<file path="config.mk">
export PLATFORM = sky130hd
export DESIGN_NAME = pin_entry_collector
export DESIGN_NICKNAME = d
export VERILOG_FILES = /design/src/rtl/pin_entry_collector.sv
export SDC_FILE = /design/constraint.sdc
export NUM_CORES = 1
export LEC_CHECK = 0
export CAP_MARGIN = 20
export CORE_MARGIN = 1
export CORE_UTILIZATION = 39
export DETAILED_ROUTE_END_ITERATION = 12
export HOLD_SLACK_MARGIN = 0.08
export SETUP_SLACK_MARGIN = 0.1
export SYNTH_ARGS = -nofsm -noshare
export SYNTH_HDL_FRONTEND = slang
export SYNTH_SLANG_ARGS = --single-unit
</file>
<file path="constraint.sdc">
create_clock -name clk -period 1.7 [get_ports clk]
set_input_delay 0.34 -clock clk [delete_from_list [all_inputs] [get_ports clk]]
set_output_delay 0.34 -clock clk [all_outputs]
set_load 0.02 [all_outputs]
</file>
<file path="src/rtl/pin_entry_collector.sv">
// Keypad front end: collects octal digits into a fixed-length PIN and presents it
// as a password attempt with a one-cycle valid strobe. All outputs are registered.
module pin_entry_collector #(
  parameter int unsigned NUM_DIGITS  = 3,
  parameter int unsigned TIMEOUT_CYC = 1000,
  localparam int unsigned PIN_W      = NUM_DIGITS * 3
) (
  input  logic             clk,
  input  logic             rst,
  input  logic             entry_en,
  input  logic             key_valid,
  input  logic [3:0]       key_code,
  output logic [PIN_W-1:0] psswrd_atmpt,
  output logic             atmpt_valid,
  output logic             key_error,
  output logic             entry_timeout,
  output logic [1:0]       digit_cnt
);

  localparam int unsigned CW = $clog2(TIMEOUT_CYC);
  localparam logic [CW-1:0] IdleMax = CW'(TIMEOUT_CYC - 1);
  localparam logic [1:0] CntFull = 2'(NUM_DIGITS);
  localparam logic [3:0] KeyClr = 4'hA;
  localparam logic [3:0] KeyEnt = 4'hB;

  typedef enum logic [1:0] {StIdle, StCollect, StPresent} state_e;

  state_e            state_q, state_d;
  logic [PIN_W-1:0]  buf_q, buf_d;
  logic [PIN_W-1:0]  atmpt_q, atmpt_d;
  logic [1:0]        cnt_q, cnt_d;
  logic [CW-1:0]     idle_q, idle_d;
  logic              av_q, av_d;
  logic              ke_q, ke_d;
  logic              to_q, to_d;
  logic              is_digit;

  assign is_digit = (key_code[3] == 1'b0);

  always_comb begin
    state_d = state_q;
    buf_d   = buf_q;
    cnt_d   = cnt_q;
    idle_d  = idle_q;
    atmpt_d = atmpt_q;
    av_d    = 1'b0;
    ke_d    = 1'b0;
    to_d    = 1'b0;

    if (!entry_en) begin
      // Leaving entry mode abandons any partial PIN silently.
      state_d = StIdle;
      buf_d   = '0;
      cnt_d   = '0;
      idle_d  = '0;
    end else begin
      unique case (state_q)
        StIdle: begin
          state_d = StCollect;
          buf_d   = '0;
          cnt_d   = '0;
          idle_d  = '0;
        end
        StPresent: begin
          state_d = StCollect;
          buf_d   = '0;
          cnt_d   = '0;
          idle_d  = '0;
          ke_d    = key_valid;
        end
        StCollect: begin
          if (key_valid) begin
            idle_d = '0;
            if (is_digit) begin
              if (cnt_q < CntFull) begin
                buf_d = (buf_q << 3) | PIN_W'(key_code[2:0]);
                cnt_d = cnt_q + 2'd1;
              end else begin
                ke_d = 1'b1;
              end
            end else if (key_code == KeyClr) begin
              buf_d = '0;
              cnt_d = '0;
            end else if (key_code == KeyEnt) begin
              if (cnt_q == CntFull) begin
                state_d = StPresent;
                atmpt_d = buf_q;
                av_d    = 1'b1;
              end else begin
                ke_d  = 1'b1;
                buf_d = '0;
                cnt_d = '0;
              end
            end else begin
              ke_d = 1'b1;
            end
          end else if (cnt_q != 2'd0) begin
            if (idle_q == IdleMax) begin
              to_d   = 1'b1;
              buf_d  = '0;
              cnt_d  = '0;
              idle_d = '0;
            end else begin
              idle_d = idle_q + CW'(1);
            end
          end
        end
        default: state_d = StIdle;
      endcase
    end
  end

  always_ff @(posedge clk or negedge rst) begin
    if (!rst) begin
      state_q <= StIdle;
      buf_q   <= '0;
      cnt_q   <= '0;
      idle_q  <= '0;
      atmpt_q <= '0;
      av_q    <= 1'b0;
      ke_q    <= 1'b0;
      to_q    <= 1'b0;
    end else begin
      state_q <= state_d;
      buf_q   <= buf_d;
      cnt_q   <= cnt_d;
      idle_q  <= idle_d;
      atmpt_q <= atmpt_d;
      av_q    <= av_d;
      ke_q    <= ke_d;
      to_q    <= to_d;
    end
  end

  assign psswrd_atmpt  = atmpt_q;
  assign atmpt_valid   = av_q;
  assign key_error     = ke_q;
  assign entry_timeout = to_q;
  assign digit_cnt     = cnt_q;

endmodule
</file>
Word-level counts from Yosys, hierarchy flattened --
Index checks and enable logic that the tools add are counted.
Storage, ports and cells: register bits after elaboration 35, input bits 8
Cells by class: equality and inequality tests 17, $lt $le $gt $ge 1, bitwise operators 2, $add $sub $neg 2, reduce and logical (&&, ||, !) cells 7, muxes and demuxes 52
Operator list (count):
- 9-bit two-way mux | 9
- 10-bit two-way mux | 4
- 2-bit two-way mux | 15
- 10-bit case mux with 2 select lines | 1
- 1-bit two-way mux | 19
- 9-bit case mux with 2 select lines | 1
- 3-bit != test (second input constant) | 5
- 6-bit != test (second input constant) | 2
- 10-bit by 1-bit adder with 10-bit output (second input constant) | 1
- 10-bit == test (second input constant) | 1
- 9-bit by 3-bit bitwise OR with 9-bit output | 1
- 4-bit == test (second input constant) | 2
- 4-bit != test (second input constant) | 2
- 2-bit case mux with 2 select lines | 2
- 7-bit AND reduction | 1
- 6-bit AND reduction | 1
- 5-bit != test (second input constant) | 1
- 5-bit AND reduction | 1
- 2-bit == test (second input constant) | 2
- 3-bit by 2-bit != test with 1-bit output (second input constant) | 1
- 2-bit by 1-bit adder with 2-bit output (second input constant) | 1
- 2-bit by 1-bit == test with 1-bit output (second input constant) | 1
- 2-bit zero test | 1
- 2-bit less-than comparator (second input constant) | 1
- other kinds (5) | 5

Longest topological paths before layout --
depth in word-level cells 8, depth in mapped cells 7, gate-level depth less buffers 6

Worst setup path before layout --
Ideal clock, no wire load.
path type flip-flop to flip-flop, start register cnt_q[0], in the netlist digit_cnt[0], end register atmpt_q[0], in the netlist psswrd_atmpt[0], data arrival time 1.600 ns, buffers on the path 0, cell stages (with the launch flop) 5, data required time 1.575 ns, slack -0.025 ns, library setup time 0.125 ns, cell sequence dfrtp_1 ha_1 nand4_1 nor3_4 mux2_2
On the way: longest elaborated chain between the ends 2
RTL lines:
- start, declared | line 31 | logic [1:0] cnt_q, cnt_d;
- start signal, assigned | line 126 | cnt_q <= cnt_d;
- 2-bit == test | line 85 | if (cnt_q == CntFull) begin
- 7-bit AND reduction (no line)
- end signal, assigned | line 128 | atmpt_q <= atmpt_d;
- end, declared | line 30 | logic [PIN_W-1:0] atmpt_q, atmpt_d;
No other way between the ends. A chain may end at the register's enable or synchronous reset.

Worst setup path in the final report --
start register idle_q[0], end register idle_q[9]
On the way: longest elaborated chain between the ends 6, elaborated cells on any way between the ends 7, classes of those cells add/sub: 1; eq/ne: 1; mux: 5
RTL lines:
- start, declared | line 32 | logic [CW-1:0] idle_q, idle_d;
- start signal, assigned | line 127 | idle_q <= idle_d;
- 10-bit by 1-bit adder with 10-bit output or 10-bit == test (tied branches) | line 104, 98
- 10-bit two-way mux * | line 98 | if (idle_q == IdleMax) begin
- 10-bit two-way mux * | line 97 | end else if (cnt_q != 2'd0) begin
- 10-bit two-way mux * | line 72 | if (key_valid) begin
- 10-bit case mux with 2 select lines * | line 57 | unique case (state_q)
- 10-bit two-way mux * | line 50 | if (!entry_en) begin
Every way passes the cells marked *; elsewhere a longest branch is shown, timed or not. The select of a mux whose other input is x is not followed.

==> results.md <==
- Final setup margin: -13.22 ps
- Initial antenna violation count: 0
- Rows: 23
- Fin. Hold Viols: 0
- Reg2reg setup slack: -10 ps
- Crit end category: flop
- CP max FO: 5
- Leak pwr: 0.001230 uW
- Placer Congestion: 0.7815
- Synth area leaders: dfrtp_1 (53%), mux2_2 (6.9%), a22o_1 (5.3%)
- Pin slew with the least headroom to its limit: 444.4 ps
- Synth Warn #: 0
- Hpwl dp: 2523 um
- Pre-Repair DR Iteration Count: 4
- Cell area after layout: 0.002452 mm2
- Psw: 636.0 uW
- Wirelength per Cell: 15.49 um
- Clock sinks: 35
- Area post-placement: 0.002102 mm2
- Post-Route Setup TNS: -49.46 ps
- Number of diodes: 0
- Max-slew headroom: 0.7037
- Post-synth top area cell: dfrtp_1
- Die span in y: 66.81 um
- Worst setup path category: reg2reg
- Power share of the clock group: 0.275
- Vias: 1318
- Failing checks: negative setup slack
- H-tree Lvls: 2
- First-pass GRT wire length: 6389 um
- Clk buf depth: 2
- Residual DRC count: 0
- CTS buffer count: 5
- Seq/Total Area, Yosys: 0.5348
- Post-route ant nets: 0
- Share of layout cells above drive strength 1: 0.4350
- Finish-stage setup viols: 5
- Hold WS: 385.2 ps
- Die ar.: 0.004463 mm2
- Synth cell types: 35
- Worst-path clk slew: 70 ps
- Pin count of the biggest net entering global routing: 36
- Power per cell area: 850.1 mW/mm2
- Mapped Cells: 140
- Max Fclk: 583.7 MHz
- CTS tree: built
- Initial Util: 0.4065
- Clock Tree Root: clkbuf_8
- 1st-iter DRT viols: 59
- Post-synth top area share: 0.5348
- Int Pwr: 1449 uW
- Vias per cell: 5.272
- Clk_skew: 1.712 ps
- Overall Global Routing Usage: 0.1953
- Min-delay worst type: in2reg
- Main synth FF type: dfrtp_1
- Synth Area per Inst: 11.70 um2
- Total Wirelength: 3873 um
- Vias in the first global route: 1395
- Switching fraction of total power: 0.3051
- Combinational Power Share: 0.301
- # port buffers: 21
- CP Launch Type: flop
- NumNets Final: 212
- WP data required: 1860 ps
- Status: finished, violations left
- Commonest non-fill, non-tap cell in the layout: dfrtp_1
- RSZ-0062 raised after global routing: yes
- Slew Limit Fails: 0
- Fillers: 336
- Most frequent cells in the layout: dfrtp_1 (32), buf_4 (28), dlymetal6s2s_1 (11), a22o_1 (10), mux2_4 (9)
- Tmin final: 1713 ps
- Worst skew pair latency: 280 ps
- Number of max-cap violations: 0
- Crit path arrival time: 1870 ps
- Io pins: 22
- Syn nets: 153
- Flop pwr share: 0.424
- Die width: 66.81 um
- Congestion Overflow GR: 0
- Final clock period utilization by the worst path: 1.008
- EDFF count, synth: 0
- FFs w/ async S/R, synth: 1.000
- Layout area overhead: 49.73%
- DP Worst Slack: -301.0 ps
- Cts hold-fix bufs: 0
- Total core area: 0.004029 mm2
- Yosys reg bits: 35
- Peak supply drop: 0.0004488 V
- Post-Syn Area: 0.001638 mm2
- Fin util: 0.6087
==> per-stage QoR <==
step / total power, uW / std cells
2_1_floorplan: 1154 / 140
3_3_place_gp: 1324 / 231
3_5_place_dp: 1342 / 231
4_1_cts: 2029 / 247
5_1_grt: 2200 / 250
6_report: 2085 / 250
==> worst max-delay path, stage by stage (launching register included) <==
cell     delay (ps)
dfrtp_1         370
ha_2            190
nand4_1         140
or4_4           490
a21oi_4         200
buf_6           170
a21oi_2          40
==> worst paths after layout <==
path	startpoint	to	cells after the start
min	entry_en	key_error$_DFF_PN0_	3
max in group asynchronous	rst	idle_q[2]$_DFFE_PN0P_	2
min reg2reg	psswrd_atmpt[7]$_DFFE_PN0P_	psswrd_atmpt[7]$_DFFE_PN0P_	1
max	idle_q[0]$_DFFE_PN0P_	idle_q[9]$_DFFE_PN0P_	6
max reg2reg	idle_q[0]$_DFFE_PN0P_	idle_q[9]$_DFFE_PN0P_	6
min in group asynchronous	rst	idle_q[0]$_DFFE_PN0P_	2
==> state kept, by name, summed over array words and instances, names as in the netlist <==
signal	cells
buf_q	9
idle_q	10
entry_timeout	1
atmpt_valid	1
digit_cnt	2
state_q	2
key_error	1
psswrd_atmpt	9
==> Yosys cell counts, drive strengths merged, types with 3 or more instances <==
library cell and number:
nand2b 4, nor4 3, nand2 8, or4 5, xor2 3, ha 5, inv 7, nand3 6
dfrtp 35, a22o 10, nor2 8, o21ai 5, o31ai 5, a21oi 6, mux2 10, nand4 3
==> what timing repair did <==
action                                  4_1_cts  5_1_grt
buffers inserted                              8        3
endpoints found under the setup margin       31       37
gates resized for setup                      16       38
hold endpoints to repair                      0        0
pin swaps                                    11        7
gates cloned                                  0        1
==> metal layers <==
layer / vias to the layer above / track usage / wire length, um
met1: 663 / 0.2378 / 1724
li1: 628 / - / -
met5: - / 0 / 0
met4: 0 / 0.07713 / 32
met3: 3 / 0.04110 / 110
met2: 24 / 0.3333 / 2005
==> cells by family (layout without fill, tap and decap cells) <==
family                     Yosys count  after routing  share of synthesized area
AOI/OAI and AO/OA                   28             28                     0.1299
xor gates and xnor gates             4              4                    0.02139
adders and majority gates            5              5                    0.03820
buffers and inverters               10             70                    0.02445
DFF                                 35             35                     0.5348
muxes                               10             10                    0.06876
and+or+nand+nor                     48             48                     0.1826
==> power by group through the flow <==
stage          registers, uW  clock network [uW]  logic (uW)
2_1_floorplan            899                   0         256
3_3_place_gp             895                   0         429
3_5_place_dp             897                   0         445
4_1_cts                  884                 596         549
5_1_grt                  886                 633         681
6_report                 884                 573         628
==> final cells by class <==
cell class	instances	area (um2)	share of cell area
Clock inverter	2	12.51	0.005102
Clock buffer	6	72.57	0.02959
Tap cell	50	62.56	0.02551
Inverter	7	26.28	0.01071
Multi-Input combinational cell	95	865.8	0.3531
Sequential cell	35	879.6	0.3587
Timing Repair Buffer	55	533.0	0.2173
No activity file was read; power rests on OpenSTA's default activity.
